==> config.mk <==
export PLATFORM = sky130hd
export DESIGN_NAME = enemy_spawner_flat
export DESIGN_NICKNAME = d
export VERILOG_FILES = /design/src/rtl/enemy_spawner_pkg.sv /design/src/rtl/enemy_spawner_if.sv /design/src/rtl/enemy_spawner_release_timer.sv /design/src/rtl/enemy_spawner.sv /design/src/flat_wrapper.sv
export SDC_FILE = /design/constraint.sdc
export NUM_CORES = 1
export LEC_CHECK = 0
export BUFFER_PORTS_ARGS = -buffer_cell sky130_fd_sc_hd__clkbuf_2
export CELL_PAD_IN_SITES_DETAIL_PLACEMENT = 1
export CELL_PAD_IN_SITES_GLOBAL_PLACEMENT = 1
export CORE_MARGIN = 4
export CORE_UTILIZATION = 41
export DETAILED_ROUTE_END_ITERATION = 16
export GPL_ROUTABILITY_DRIVEN = 0
export MAX_ROUTING_LAYER = met4
export PLACE_DENSITY_LB_ADDON = 0.1
export SETUP_SLACK_MARGIN = 0.1
export SLEW_MARGIN = 0
export SYNTH_ARGS = -nofsm -noshare
export SYNTH_HDL_FRONTEND = slang
export SYNTH_SLANG_ARGS = --single-unit
==> constraint.sdc <==
create_clock -name clk25 -period 2.1 [get_ports clk25]
set_input_delay 0.42 -clock clk25 [delete_from_list [all_inputs] [get_ports clk25]]
set_output_delay 0.42 -clock clk25 [all_outputs]
set_load 0.005 [all_outputs]
==> src/rtl/enemy_spawner_pkg.sv <==
// Shared types for the enemy spawner: stage encodings (common with the stage
// controller) and the boss life-cycle states.
package enemy_spawner_pkg;

  typedef enum logic [1:0] {
    STAGE_INIT   = 2'b00,
    STAGE_NORMAL = 2'b01,
    STAGE_BOSS   = 2'b10,
    STAGE_CLEAR  = 2'b11
  } stage_t;

  typedef enum logic [1:0] {
    BOSS_IDLE   = 2'b00,
    BOSS_ACTIVE = 2'b01,
    BOSS_DEAD   = 2'b10
  } boss_state_t;

  localparam int HP_W = 4;

endpackage

==> src/rtl/enemy_spawner_if.sv <==
// Bundle between stage controller / sprite-collision logic (master) and the
// enemy spawner (slave).
interface enemy_spawner_if #(
  parameter int FLY_COUNT      = 4,
  parameter int MOSQUITO_COUNT = 12
);
  logic [1:0]                stage_state;
  logic [FLY_COUNT-1:0]      fly_hit;
  logic [MOSQUITO_COUNT-1:0] mosquito_hit;
  logic                      spider_hit;
  logic [FLY_COUNT-1:0]      fly_alive;
  logic [MOSQUITO_COUNT-1:0] mosquito_alive;
  logic [FLY_COUNT-1:0]      fly_release;
  logic [MOSQUITO_COUNT-1:0] mosquito_release;
  logic                      spider_alive;
  logic [3:0]                spider_hp;
  logic                      spawn_busy;

  modport master (
    output stage_state, fly_hit, mosquito_hit, spider_hit,
    input  fly_alive, mosquito_alive, fly_release, mosquito_release,
           spider_alive, spider_hp, spawn_busy
  );

  modport slave (
    input  stage_state, fly_hit, mosquito_hit, spider_hit,
    output fly_alive, mosquito_alive, fly_release, mosquito_release,
           spider_alive, spider_hp, spawn_busy
  );
endinterface

==> src/rtl/enemy_spawner_release_timer.sv <==
// Gap counter plus release index: strobes once every SPAWN_GAP enabled cycles
// until all TOTAL enemies have been released.
module enemy_spawner_release_timer #(
  parameter int TOTAL     = 16,
  parameter int SPAWN_GAP = 12_500_000,
  parameter int IDX_W     = $clog2(TOTAL + 1)
) (
  input  logic             i_clk,
  input  logic             i_rst,
  input  logic             i_enable,
  input  logic             i_load,
  output logic             o_release_strobe,
  output logic [IDX_W-1:0] o_release_idx,
  output logic             o_done
);
  localparam int CNT_W = $clog2(SPAWN_GAP);

  logic [CNT_W-1:0] r_cnt;
  logic [IDX_W-1:0] r_idx;
  logic             w_last;

  assign w_last           = (r_cnt == CNT_W'(SPAWN_GAP - 1));
  assign o_done           = (r_idx >= IDX_W'(TOTAL));
  assign o_release_strobe = i_enable && !o_done && w_last;
  assign o_release_idx    = r_idx;

  // Load wins over reset: the controller pulses reset during its INIT cycle,
  // and index 0 is released by the load itself.
  always_ff @(posedge i_clk) begin
    if (i_load) begin
      r_cnt <= '0;
      r_idx <= IDX_W'(1);
    end else if (i_rst) begin
      r_cnt <= '0;
      r_idx <= '0;
    end else if (i_enable && !o_done) begin
      if (w_last) begin
        r_cnt <= '0;
        r_idx <= r_idx + IDX_W'(1);
      end else begin
        r_cnt <= r_cnt + CNT_W'(1);
      end
    end
  end
endmodule

==> src/rtl/enemy_spawner.sv <==
// Per-enemy alive/release flags for flies and mosquitoes, plus spider boss
// spawn and hit-point tracking.
module enemy_spawner
  import enemy_spawner_pkg::*;
#(
  parameter int FLY_COUNT      = 4,
  parameter int MOSQUITO_COUNT = 12,
  parameter int SPAWN_GAP      = 12_500_000,
  parameter int SPIDER_HP      = 8
) (
  input logic           clk25,
  input logic           reset_all,
  enemy_spawner_if.slave bus
);
  localparam int TOTAL = FLY_COUNT + MOSQUITO_COUNT;
  localparam int IDX_W = $clog2(TOTAL + 1);

  function automatic logic [HP_W-1:0] hp_sat_dec(input logic [HP_W-1:0] hp);
    return (hp == '0) ? '0 : hp - HP_W'(1);
  endfunction

  stage_t           w_stage;
  logic             w_strobe;
  logic [IDX_W-1:0] w_idx;
  logic [IDX_W-1:0] w_idx_next;
  logic             w_done;
  logic [TOTAL-1:0] w_hit;
  logic [TOTAL-1:0] w_hit_eff;
  logic [TOTAL-1:0] w_rel_set;
  logic             w_boss_entry;

  logic [TOTAL-1:0] r_alive;
  logic [TOTAL-1:0] r_release;
  logic             r_busy;
  stage_t           r_prev_stage;
  boss_state_t      r_boss_state;
  logic             r_spider_alive;
  logic [HP_W-1:0]  r_spider_hp;

  assign w_stage = stage_t'(bus.stage_state);

  enemy_spawner_release_timer #(
    .TOTAL    (TOTAL),
    .SPAWN_GAP(SPAWN_GAP),
    .IDX_W    (IDX_W)
  ) u_timer (
    .i_clk           (clk25),
    .i_rst           (reset_all),
    .i_enable        (w_stage == STAGE_NORMAL),
    .i_load          (w_stage == STAGE_INIT),
    .o_release_strobe(w_strobe),
    .o_release_idx   (w_idx),
    .o_done          (w_done)
  );

  // Combined vector: flies in the low bits, mosquitoes above, matching release order.
  assign w_hit      = {bus.mosquito_hit, bus.fly_hit};
  assign w_hit_eff  = w_hit & r_release;
  assign w_rel_set  = w_strobe ? (TOTAL'(1) << w_idx) : '0;
  assign w_idx_next = w_strobe ? w_idx + IDX_W'(1) : w_idx;

  // spawn_busy is raised by the wave load so it is already valid in the
  // controller's first NORMAL cycle.
  always_ff @(posedge clk25) begin
    if (w_stage == STAGE_INIT) begin
      r_alive   <= '1;
      r_release <= TOTAL'(1);
      r_busy    <= (TOTAL > 1);
    end else if (reset_all) begin
      r_alive   <= '0;
      r_release <= '0;
      r_busy    <= 1'b0;
    end else if (w_stage != STAGE_CLEAR) begin
      r_alive   <= r_alive & ~w_hit_eff;
      r_release <= (r_release & ~w_hit_eff) | w_rel_set;
      r_busy    <= (w_stage == STAGE_NORMAL) && !w_done && (w_idx_next < IDX_W'(TOTAL));
    end else begin
      r_busy    <= 1'b0;
    end
  end

  always_ff @(posedge clk25) begin
    r_prev_stage <= reset_all ? STAGE_INIT : w_stage;
  end

  assign w_boss_entry = (w_stage == STAGE_BOSS) && (r_prev_stage != STAGE_BOSS);

  always_ff @(posedge clk25) begin
    if (reset_all || (w_stage == STAGE_INIT)) begin
      r_boss_state   <= BOSS_IDLE;
      r_spider_alive <= 1'b0;
      r_spider_hp    <= '0;
    end else if (w_boss_entry) begin
      r_boss_state   <= BOSS_ACTIVE;
      r_spider_alive <= 1'b1;
      r_spider_hp    <= HP_W'(SPIDER_HP);
    end else begin
      case (r_boss_state)
        BOSS_ACTIVE: begin
          if ((w_stage == STAGE_BOSS) && r_spider_alive && bus.spider_hit) begin
            r_spider_hp <= hp_sat_dec(r_spider_hp);
            if (r_spider_hp <= HP_W'(1)) begin
              r_spider_alive <= 1'b0;
              r_boss_state   <= BOSS_DEAD;
            end
          end
        end
        default: begin
          r_boss_state <= r_boss_state;
        end
      endcase
    end
  end

  assign bus.fly_alive        = r_alive[FLY_COUNT-1:0];
  assign bus.mosquito_alive   = r_alive[TOTAL-1:FLY_COUNT];
  assign bus.fly_release      = r_release[FLY_COUNT-1:0];
  assign bus.mosquito_release = r_release[TOTAL-1:FLY_COUNT];
  assign bus.spider_alive     = r_spider_alive;
  assign bus.spider_hp        = r_spider_hp;
  assign bus.spawn_busy       = r_busy;
endmodule

==> src/flat_wrapper.sv <==
// flat-port wrapper written by rule: the top's interface ports become plain ports
module enemy_spawner_flat import enemy_spawner_pkg::*;
#(
  parameter int FLY_COUNT      = 4,
  parameter int MOSQUITO_COUNT = 12,
  parameter int SPAWN_GAP      = 12_500_000,
  parameter int SPIDER_HP      = 8
)
  (clk25, reset_all, bus_stage_state, bus_fly_hit, bus_mosquito_hit, bus_spider_hit, bus_fly_alive, bus_mosquito_alive, bus_fly_release, bus_mosquito_release, bus_spider_alive, bus_spider_hp, bus_spawn_busy);
  enemy_spawner_if #(.FLY_COUNT(FLY_COUNT), .MOSQUITO_COUNT(MOSQUITO_COUNT)) bus_i ();
  input logic clk25;
  input logic reset_all;
  input wire logic [$bits(bus_i.stage_state)-1:0] bus_stage_state;
  input wire logic [$bits(bus_i.fly_hit)-1:0] bus_fly_hit;
  input wire logic [$bits(bus_i.mosquito_hit)-1:0] bus_mosquito_hit;
  input wire logic [$bits(bus_i.spider_hit)-1:0] bus_spider_hit;
  output wire logic [$bits(bus_i.fly_alive)-1:0] bus_fly_alive;
  output wire logic [$bits(bus_i.mosquito_alive)-1:0] bus_mosquito_alive;
  output wire logic [$bits(bus_i.fly_release)-1:0] bus_fly_release;
  output wire logic [$bits(bus_i.mosquito_release)-1:0] bus_mosquito_release;
  output wire logic [$bits(bus_i.spider_alive)-1:0] bus_spider_alive;
  output wire logic [$bits(bus_i.spider_hp)-1:0] bus_spider_hp;
  output wire logic [$bits(bus_i.spawn_busy)-1:0] bus_spawn_busy;
  assign bus_i.stage_state = bus_stage_state;
  assign bus_i.fly_hit = bus_fly_hit;
  assign bus_i.mosquito_hit = bus_mosquito_hit;
  assign bus_i.spider_hit = bus_spider_hit;
  assign bus_fly_alive = bus_i.fly_alive;
  assign bus_mosquito_alive = bus_i.mosquito_alive;
  assign bus_fly_release = bus_i.fly_release;
  assign bus_mosquito_release = bus_i.mosquito_release;
  assign bus_spider_alive = bus_i.spider_alive;
  assign bus_spider_hp = bus_i.spider_hp;
  assign bus_spawn_busy = bus_i.spawn_busy;
  enemy_spawner #(.FLY_COUNT(FLY_COUNT), .MOSQUITO_COUNT(MOSQUITO_COUNT), .SPAWN_GAP(SPAWN_GAP), .SPIDER_HP(SPIDER_HP)) u_core (.clk25(clk25), .reset_all(reset_all), .bus(bus_i));
endmodule
==> results.cfg <==
[run_status]
status = finished clean

[drt]
viasPerCell = 5.47
dr.first_iter.drc_count = 40
drtAntennaViolNets = 0
drc = 0
totalWireLength_mm = 8.25
dr.pass1.iters = 4
wl_per_cell_um = 15.6
num_vias = 2898

[setup_path]
cp.required_ns = 2.38
criticalPathCategory = flip-flop to flip-flop
end_kind = flip-flop
r2r_cells = 6
r2r_setup_slack_ns = 0.23
crit_end = u_core.u_timer.r_cnt[20]
crit_arrival_ns = 2.15
reg2reg_from = u_core.u_timer.r_cnt[0]
crit_buf_inv = 1
path_depth = 6
critPathLaunch = u_core.u_timer.r_cnt[0]
path_max_fanout = 9
path_cells = ha_1 > and4bb_4 > nand4_1 > buf_4 > or4_1 > a21oi_1
reg2reg_to = u_core.u_timer.r_cnt[20]
cp_slowest_stage_delay_ns = 0.47
crit_slowest_cell = or4_1
crit_family = simple AND/OR/NAND/NOR gates
crit_path_start_kind = flip-flop

[power]
power.internal_uw = 2130
ir_worst_vdd_mv = 0.314
seq_power_share_pct = 49.4
power_leakage_uw = 0.00152
comb_power_share_pct = 7.4
switching_share_pct = 24.4
p_clk_share_pct = 43.2
power-per-cell-area_nw_per_um2 = 732
p_switching_uw = 686

[layout]
fillers = 896
final_nets = 454
n_antenna_cell = 0
drive_gt1_share_pct = 24.4
multi_input_area_sq_um = 1680
seqCellArea_sq_um = 1400
finalInstanceArea_sq_um = 3840
areaGrowthSynthToFinish_pct = 20.5

[grt]
antenna_found_initial = 0
grt_max_degree = 33
grt_pass1_wl_mm = 13.8
grt_usage_pct = 19.5
grt_pass1_vias = 2998
grt-ovfl-total = 0

[clocking]
cts.htree.levels = 3
clk_pin_slew_worst_paths_ns = 0.08
clk_path_buf_depth = 2
cts_tree = built
cts_buffers = 9
clock-sinks = 70
clk_latency_ns = 0.35
clockRootBuffer = clkbuf_8
cts_hold_buffers = 0

[logic_synthesis]
synth_nets = 391
syn_inst = 363
synth.cell_area_sq_um = 3190
synth_edf_count = 0
synth_cell_types = 48
synthArstFlopShare_pct = 0
synth_ff_type = dfxtp_1
yosysWarnings = 0
synth-seq-cells = 70
syn_avg_cell_area_sq_um = 8.79
ys_seq_area_share_pct = 43.9

[floorplanning]
fp.dieArea_sq_um = 9260
initial_core_util_pct = 43.1
num_rows = 31
die_x_um = 96.2
fp.dieH_um = 96.2
fp.coreArea_sq_um = 7410
io_pins = 59

[timing]
maxSlewHeadroom_pct = 72.3
finalHoldViolCount = 0
fin_crit_sh_pct = 88.9
final-max-slew-violation-count = 0
period_minus_slack_ns = 1.87
finalClockSkew_ns = 0.00959
finalSetupViolCount = 0
max_freq_ghz = 0.535
fin_tns_setup_ns = 0
grt_setup_unrepaired = true
worst_pin_slew_ns = 0.415

[worst_hold_path]
min_path_type = primary input to flip-flop

[place]
dp_hpwl_mm = 6.07
dpl_cell_area_sq_um = 3600
port_buffers = 58

[flow_run]
max_cap_violations = 0
-- cell usage after synthesis (all sizes together), types with 3 or more instances --
cell type  number  share of area (%)
inv             7               0.82
or3            10                2.0
and4bb          3                1.3
dfxtp          70                 44
xor2            3               0.82
and3            3               0.59
xnor2           7                1.9
nor2           17                2.0
clkbuf         10                1.2
o31ai          17                4.8
nor3            6                1.3
nand4          12                3.5
o21ai          17                2.7
a21oi          37                5.9
and4            5                1.5
or4             7                1.8
nand2          46                5.4
nand3b         18                4.2
nand3          30                4.7
nor2b           3               0.59
or2             3               0.59
ha              7                2.7
buf             9                1.6
-- layout make-up --
class / count / share of cell area [%]
multi-input cells: 267 / 43.8
clock inverters: 7 / 2.51
clock buffers: 9 / 3.22
flip-flops and latches: 70 / 36.5
inverters: 7 / 0.684
well taps: 99 / 3.22
repair buffers: 71 / 10.1
-- repair_timing --
item,CTS,global route
resized for setup,0,1
buffers inserted,0,2
endpoints found under the setup margin,0,6
hold endpoints to repair,0,0
-- placed cells by master (no fill, tap or decap), drive strengths merged, types with 2 or more instances in the layout --
cell type  count
ha             7
nand2b         2
mux2i          2
and3           3
or3           10
nor3           6
clkbuf        67
a21oi         37
nand4         12
nor4b          2
nor2          17
o21ai         17
xor2           3
clkinvlp       3
nand3         30
nor3b          2
dfxtp         70
o31ai         17
nand3b        18
or4            7
nand2         46
and4bb         3
buf           13
xnor2          7
inv            8
nor2b          3
or2            3
and4           5
bufinv         2
-- power groups by stage --
stage / clock, uW / sequential [uW] / combinational [uW]
final: 1210 / 1390 / 207
after detailed placement: 0 / 1420 / 209
after global placement: 0 / 1420 / 206
after global routing: 1300 / 1400 / 237
after floorplan: 0 / 1420 / 109
after CTS: 1250 / 1390 / 211
-- how the worst min path moves through the flow --
stage,startpoint,endpoint,cells after the start
2_1_floorplan,u_core.u_timer.r_cnt[21],u_core.u_timer.r_cnt[21],2
3_3_place_gp,u_core.r_alive[9],u_core.r_alive[9],2
3_5_place_dp,u_core.r_alive[0],u_core.r_alive[0],2
4_1_cts,reset_all,u_core.r_prev_stage[0],2
5_1_grt,reset_all,u_core.r_prev_stage[0],2
6_report,reset_all,u_core.r_prev_stage[0],2
-- flip-flops by register name (all words and copies together), names as in the netlist --
signal	flops
u_core.u_timer.r_cnt	24
u_core.r_alive	16
u_core.r_release	16
u_core.u_timer.o_release_idx	5
u_core.bus.spider_hp	4
u_core.r_prev_stage	2
u_core.bus.spawn_busy	1
u_core.bus.spider_alive	1
u_core.r_boss_state	1
-- routing by layer --
metal / global-route usage, % / vias up / part of all wire [%]
li1: - / 1438 / -
met5: - / - / 0
met1: 22.5 / 1401 / 44
met3: 3.60 / 14 / 4.2
met4: 8.29 / 0 / 1.9
met2: 33.0 / 45 / 50
-- cell families (layout without fill, tap and decap cells) --
family                   Yosys count  in the layout  share of synthesized area [%]
XOR/XNOR                          10             10                           2.75
buffers and inverters             26             94                           3.57
AND/OR/NAND/NOR                  173            173                           32.0
AO/OA/AOI/OAI                     75             75                           14.4
adder cells (fa/ha/maj)            7              7                           2.74
flip-flops                        70             70                           43.9
multiplexers                       2              2                          0.627
-- per-stage QoR --
stage	power, uW	utilization, %	hold slack (ns)	cells	worst slack, ns
after floorplan	1530	-	0.448	363	0.453
final	2810	51.9	0.301	530	0.232
after CTS	2850	51.6	0.291	528	0.123
after global placement	1630	48.6	0.458	512	0.168
after global routing	2940	51.9	0.315	530	0.0983
after detailed placement	1630	48.6	0.467	512	0.123
Note: power is estimated with default switching activity, not from simulation.
